`src/rtl/laser_burst_controller.sv`:
```
// ---------------------------------------------------------------------------
// laser_burst_controller
// Fires the break-beam laser as bursts of ON/OFF pulses and scores the paired
// receiver. A pulse is a hit when rx_in is high on the last ON cycle and low
// on the last OFF cycle, so ambient light and a stuck receiver both read as
// misses. Each completed burst publishes its hit count and a beam-broken flag.
//
// Ports
//   clk          in   system clock
//   rst_n        in   asynchronous active-low reset
//   enable       in   level, 1 = run bursts continuously
//   rx_in        in   receiver level, already synchronous to clk
//   laser        out  laser drive (registered)
//   burst_done   out  one-cycle strobe when a burst result is published
//   hit_count    out  hits in the last completed burst (held)
//   beam_broken  out  last completed burst had hit_count < HIT_MIN (held)
//   busy         out  high whenever the sequencer is not idle
// ---------------------------------------------------------------------------
module laser_burst_controller #(
  parameter int unsigned ON_CYC  = 50,
  parameter int unsigned OFF_CYC = 50,
  parameter int unsigned PULSES  = 8,
  parameter int unsigned GAP_CYC = 1000,
  parameter int unsigned HIT_MIN = 6,
  parameter int unsigned CW      = 16
) (
  input  logic       clk,
  input  logic       rst_n,
  input  logic       enable,
  input  logic       rx_in,
  output logic       laser,
  output logic       burst_done,
  output logic [7:0] hit_count,
  output logic       beam_broken,
  output logic       busy
);

  localparam int unsigned IW = 8;

  localparam logic [CW-1:0] ON_LAST   = CW'(ON_CYC - 1);
  localparam logic [CW-1:0] OFF_LAST  = CW'(OFF_CYC - 1);
  localparam logic [CW-1:0] GAP_LAST  = CW'(GAP_CYC - 1);
  localparam logic [IW-1:0] IDX_LAST  = IW'(PULSES - 1);
  localparam logic [IW-1:0] HIT_MIN_V = IW'(HIT_MIN);
  localparam logic [IW-1:0] ACC_MAX   = '1;

  typedef enum logic [1:0] {
    S_IDLE = 2'd0,
    S_ON   = 2'd1,
    S_OFF  = 2'd2,
    S_GAP  = 2'd3
  } state_e;

  state_e        state_q, state_d;
  logic [CW-1:0] cnt_q, cnt_d;
  logic [IW-1:0] idx_q, idx_d;
  logic [IW-1:0] acc_q, acc_d;
  logic          on_ok_q, on_ok_d;
  logic [IW-1:0] hit_q, hit_d;
  logic          broken_q, broken_d;
  logic          done_q, done_d;
  logic          laser_q, laser_d;
  logic          busy_q, busy_d;

  logic [IW-1:0] acc_next_c;
  logic          pulse_hit_c;

  // State and output registers; reset drops the laser immediately.
  always_ff @(posedge clk or negedge rst_n) begin
    if (!rst_n) begin
      state_q  <= S_IDLE;
      cnt_q    <= '0;
      idx_q    <= '0;
      acc_q    <= '0;
      on_ok_q  <= 1'b0;
      hit_q    <= '0;
      broken_q <= 1'b0;
      done_q   <= 1'b0;
      laser_q  <= 1'b0;
      busy_q   <= 1'b0;
    end else begin
      state_q  <= state_d;
      cnt_q    <= cnt_d;
      idx_q    <= idx_d;
      acc_q    <= acc_d;
      on_ok_q  <= on_ok_d;
      hit_q    <= hit_d;
      broken_q <= broken_d;
      done_q   <= done_d;
      laser_q  <= laser_d;
      busy_q   <= busy_d;
    end
  end

  // Pulse scoring: saturating accumulator value if this OFF phase ends now.
  always_comb begin
    pulse_hit_c = on_ok_q & ~rx_in;
    acc_next_c  = acc_q;
    if (pulse_hit_c && (acc_q != ACC_MAX)) begin
      acc_next_c = acc_q + IW'(1);
    end
  end

  // Next-state and output decode.
  always_comb begin
    state_d  = state_q;
    cnt_d    = cnt_q + CW'(1);
    idx_d    = idx_q;
    acc_d    = acc_q;
    on_ok_d  = on_ok_q;
    hit_d    = hit_q;
    broken_d = broken_q;
    done_d   = 1'b0;

    unique case (state_q)
      S_IDLE: begin
        cnt_d = '0;
        idx_d = '0;
        acc_d = '0;
        if (enable) begin
          state_d = S_ON;
        end
      end

      S_ON: begin
        if (!enable) begin
          // Abandon the partial burst; published status is left untouched.
          state_d = S_IDLE;
          cnt_d   = '0;
          idx_d   = '0;
          acc_d   = '0;
        end else if (cnt_q == ON_LAST) begin
          on_ok_d = rx_in;
          state_d = S_OFF;
          cnt_d   = '0;
        end
      end

      S_OFF: begin
        if (!enable) begin
          state_d = S_IDLE;
          cnt_d   = '0;
          idx_d   = '0;
          acc_d   = '0;
        end else if (cnt_q == OFF_LAST) begin
          cnt_d = '0;
          if (idx_q == IDX_LAST) begin
            // Burst complete: publish and start the inter-burst gap.
            state_d  = S_GAP;
            hit_d    = acc_next_c;
            broken_d = (acc_next_c < HIT_MIN_V);
            done_d   = 1'b1;
            acc_d    = '0;
            idx_d    = '0;
          end else begin
            state_d = S_ON;
            acc_d   = acc_next_c;
            idx_d   = idx_q + IW'(1);
          end
        end
      end

      S_GAP: begin
        // The gap always runs to completion, even with enable low.
        if (cnt_q == GAP_LAST) begin
          cnt_d   = '0;
          state_d = enable ? S_ON : S_IDLE;
        end
      end

      default: begin
        state_d = S_IDLE;
        cnt_d   = '0;
      end
    endcase

    // Laser follows the ON state exactly, so it cannot outlast ON_CYC cycles.
    laser_d = (state_d == S_ON);
    busy_d  = (state_d != S_IDLE);
  end

  assign laser       = laser_q;
  assign burst_done  = done_q;
  assign hit_count   = hit_q;
  assign beam_broken = broken_q;
  assign busy        = busy_q;

endmodule

```
`config.mk`:
```
export PLATFORM = sky130hd
export DESIGN_NAME = laser_burst_controller
export DESIGN_NICKNAME = d
export VERILOG_FILES = /design/src/rtl/laser_burst_controller.sv
export SDC_FILE = /design/constraint.sdc
export NUM_CORES = 1
export LEC_CHECK = 0
export ABC_AREA = 1
export CORE_ASPECT_RATIO = 1.2
export CORE_MARGIN = 3
export CORE_UTILIZATION = 60
export DETAILED_ROUTE_END_ITERATION = 6
export PLACE_DENSITY = 0.8
export SETUP_SLACK_MARGIN = 0.15
export SLEW_MARGIN = 30
export SYNTH_ARGS = -nofsm -noshare
export SYNTH_HDL_FRONTEND = slang
export SYNTH_SLANG_ARGS = --single-unit
```
`constraint.sdc`:
```
create_clock -name clk -period 3.4 [get_ports clk]
set_clock_uncertainty 0.15 [all_clocks]
set_input_delay 0.85 -clock clk [delete_from_list [all_inputs] [get_ports clk]]
set_output_delay 0.85 -clock clk [all_outputs]
set_load 0.1 [all_outputs]
```
==> run metrics <==
io pins 16; via count 2197; global router's overall resource usage 21.9%; class of the most critical hold timing path flop to flop; largest net degree at the start of global routing 48; required time of the critical path 3480 ps; vias in the first global route 2110; net count of the finished layout 378; Synth cell types 27; detailed-router iteration count before antenna repair 5; synthesis warning total 0; average wire per cell in the routed design 12.3 um; Die Height 80.7 um; peak-usage layer in the global routing report met2; detail-routed via count per cell 5.21; type of the worst setup path input pin to flop; Post-CTS Setup Inserts 0; sum of negative setup slack 0 ps; global route overflow 0; estimated wirelength of the detail-placed design 3.82 mm; worst vdd rail ir drop 0.402 mV; final hold violation count 0; Slew Limit Headroom 62.0%; GR Layer Usage met2 39.2%; clock root buffer master clkbuf_8; number of nets in the synthesized netlist 360; level count of the clock H-tree 2; RSZ-0062 raised after global routing no; # Max-Cap Violations 0; Core Region 4360 um^2; antenna viol nets, final 0; setup slack of the most critical reg-to-reg path 1510 ps; Final Critical Period 2270 ps; arrival time of the worst setup path 2350 ps; average cell area after synthesis 8.03 um^2; worst hold slack 346 ps; die area 5500 um^2; run status completed; grt met1 use 26.1%; CTS tree yes; clock transition at the registers of the reported paths 90 ps; first-pass GRT wire length 9.15 mm; Power Density 448 nW/um^2; ANT cells 0; x dimension of the die 68.2 um; share of final-layout standard cells stronger than drive strength 1 15.8%; initial core utilization 63.9%; area added between synthesis and finish 9.56%; number of gates given a new drive strength after cts 0; Max Clock Freq 440 MHz; final number of setup-violating endpoints 0; worst-margin pin slew 569 ps; hold_buf cts 0; maximum fanout along the worst path 10; number of buffers inserted by port buffering 15; final estimated routing congestion in global placement 0.884; Inserted Clock Buffers 5; Worst-Skew Late Latency 300 ps; Post-Syn Area 2790 um^2; Placement Rows 26; pins over their slew limit 0; kind of end point of the critical path flop; DRC violation total after the first TritonRoute iteration 104; post-synthesis sequential area ratio 42.2%; maximum number of buffers from clock root to sink 2; critical path startpoint category input pin; Clock Sinks 47; met3 usage in global routing 3.78%; cell count after synthesis 347; Leak 1.45 nW; flip-flop and latch count after synthesis 47; part of the cycle the worst path needs 66.8%; number of antenna violations at the first check in global routing 0; total wire length 5.19 mm; residual DRC count 0
## area by class of cell
| type | count | area [um^2] |
|---|---|---|
| Clock buffer | 6 | 72.6 |
| Clock inverter | 2 | 60.1 |
| Fill cell | 356 | 1310 |
| Inverter | 44 | 169 |
| Multi-Input combinational cell | 252 | 1390 |
| Sequential cell | 47 | 1180 |
| Tap cell | 56 | 70.1 |
| Timing Repair Buffer | 15 | 118 |
## metrics by stage
| step | util, % | std cells | worst slack, ps | power (mW) | cell area (um^2) |
|---|---|---|---|---|---|
| floorplan | - | 347 | 1500 | 0.859 | 2790 |
| global route | 70.0 | 422 | 1020 | 1.43 | 3050 |
| detailed placement | 67.0 | 414 | 824 | 0.904 | 2920 |
| finish | 70.0 | 422 | 1130 | 1.37 | 3050 |
| global placement | 66.9 | 414 | 875 | 0.898 | 2920 |
| CTS | 70.0 | 422 | 1110 | 1.38 | 3050 |
## power by group
part / leakage [nW] / internal [mW] / total [mW] / switching [mW]
combinational: 0.738 / 0.0683 / 0.293 / 0.225
clock: 0.0654 / 0.294 / 0.476 / 0.182
sequential: 0.650 / 0.581 / 0.599 / 0.0176
total: 1.45 / 0.943 / 1.37 / 0.424
## cells in the final DEF, fill, tap and decap left out
cell type	n
bufinv_16	2
o21a_1	3
inv_1	41
o21ai_2	4
buf_4	13
nand3_1	25
inv_2	1
dfrtp_1	47
a21o_4	1
clkbuf_8	5
nand2_2	6
nor2_1	36
inv_4	1
a21oi_1	8
ha_1	9
nor2_2	6
nand2_4	4
clkdlybuf4s50_1	2
nor3_1	9
xor2_1	10
nor2_4	12
nand3_2	2
a31oi_1	1
xnor2_1	2
nand2_1	87
o21ai_1	18
clkbuf_1	1
nand4_1	7
clkinv_2	1
o21ai_0	2
## worst max-delay path, stage by stage
cell and delay, ps:
clkdlybuf4s50_1 620, nand2_2 140, nor2_1 280, nand3_2 250, o21ai_1 200
## flip-flops by register name, summed over array words and instances, names as in the netlist
signal	count
laser	1
beam_broken	1
on_ok_q	1
burst_done	1
busy	1
hit_count	8
cnt_q	16
state_q	2
idx_q	8
acc_q	8
## kinds of logic after synthesis
family                   share of synthesized area (%)
AND/OR/NAND/NOR                                   34.1
buffers and inverters                             7.99
flip-flops                                        42.2
AO/OA/AOI/OAI                                     7.86
XOR/XNOR                                          3.77
adder cells (fa/ha/maj)                           4.04
## synthesized netlist by cell type
cell       n  area, um^2
nand2_1   87         327
dfrtp_1   47        1180
inv_1     41         154
nor2_1    36         135
nand3_1   25         125
o21ai_1   18        90.1
nor2_4    12         135
xor2_1    10        87.6
ha_1       9         113
nor3_1     9        45.0
a21oi_1    8        40.0
nand4_1    7        43.8
nand2_2    6        37.5
nor2_2     6        37.5
nand2_4    4        45.0
o21ai_2    4        35.0
buf_6      3        33.8
o21a_1     3        22.5
nand3_2    2        20.0
o21ai_0    2        10.0
xnor2_1    2        17.5
a21o_4     1        15.0
a31oi_1    1        6.26
buf_12     1        20.0
clkinv_2   1        5.00
inv_2      1        3.75
inv_4      1        6.26
## final timing paths
kind,from,to,cells past startpoint
setup / recovery,enable,acc_q[6],5
hold / removal,beam_broken,beam_broken,2
setup reg to reg,cnt_q[0],cnt_q[2],9
hold reg to reg,beam_broken,beam_broken,2
max in group asynchronous,rst_n,busy,1
min in group asynchronous,rst_n,hit_count[6],1
## per-layer routing
metal / routed length [um] / up-vias
li1: - / 1140
met1: 2150 / 1015
met2: 2800 / 37
met3: 170 / 5
met4: 65 / 0
met5: 0 / -
(Power assumes the default switching activity.)
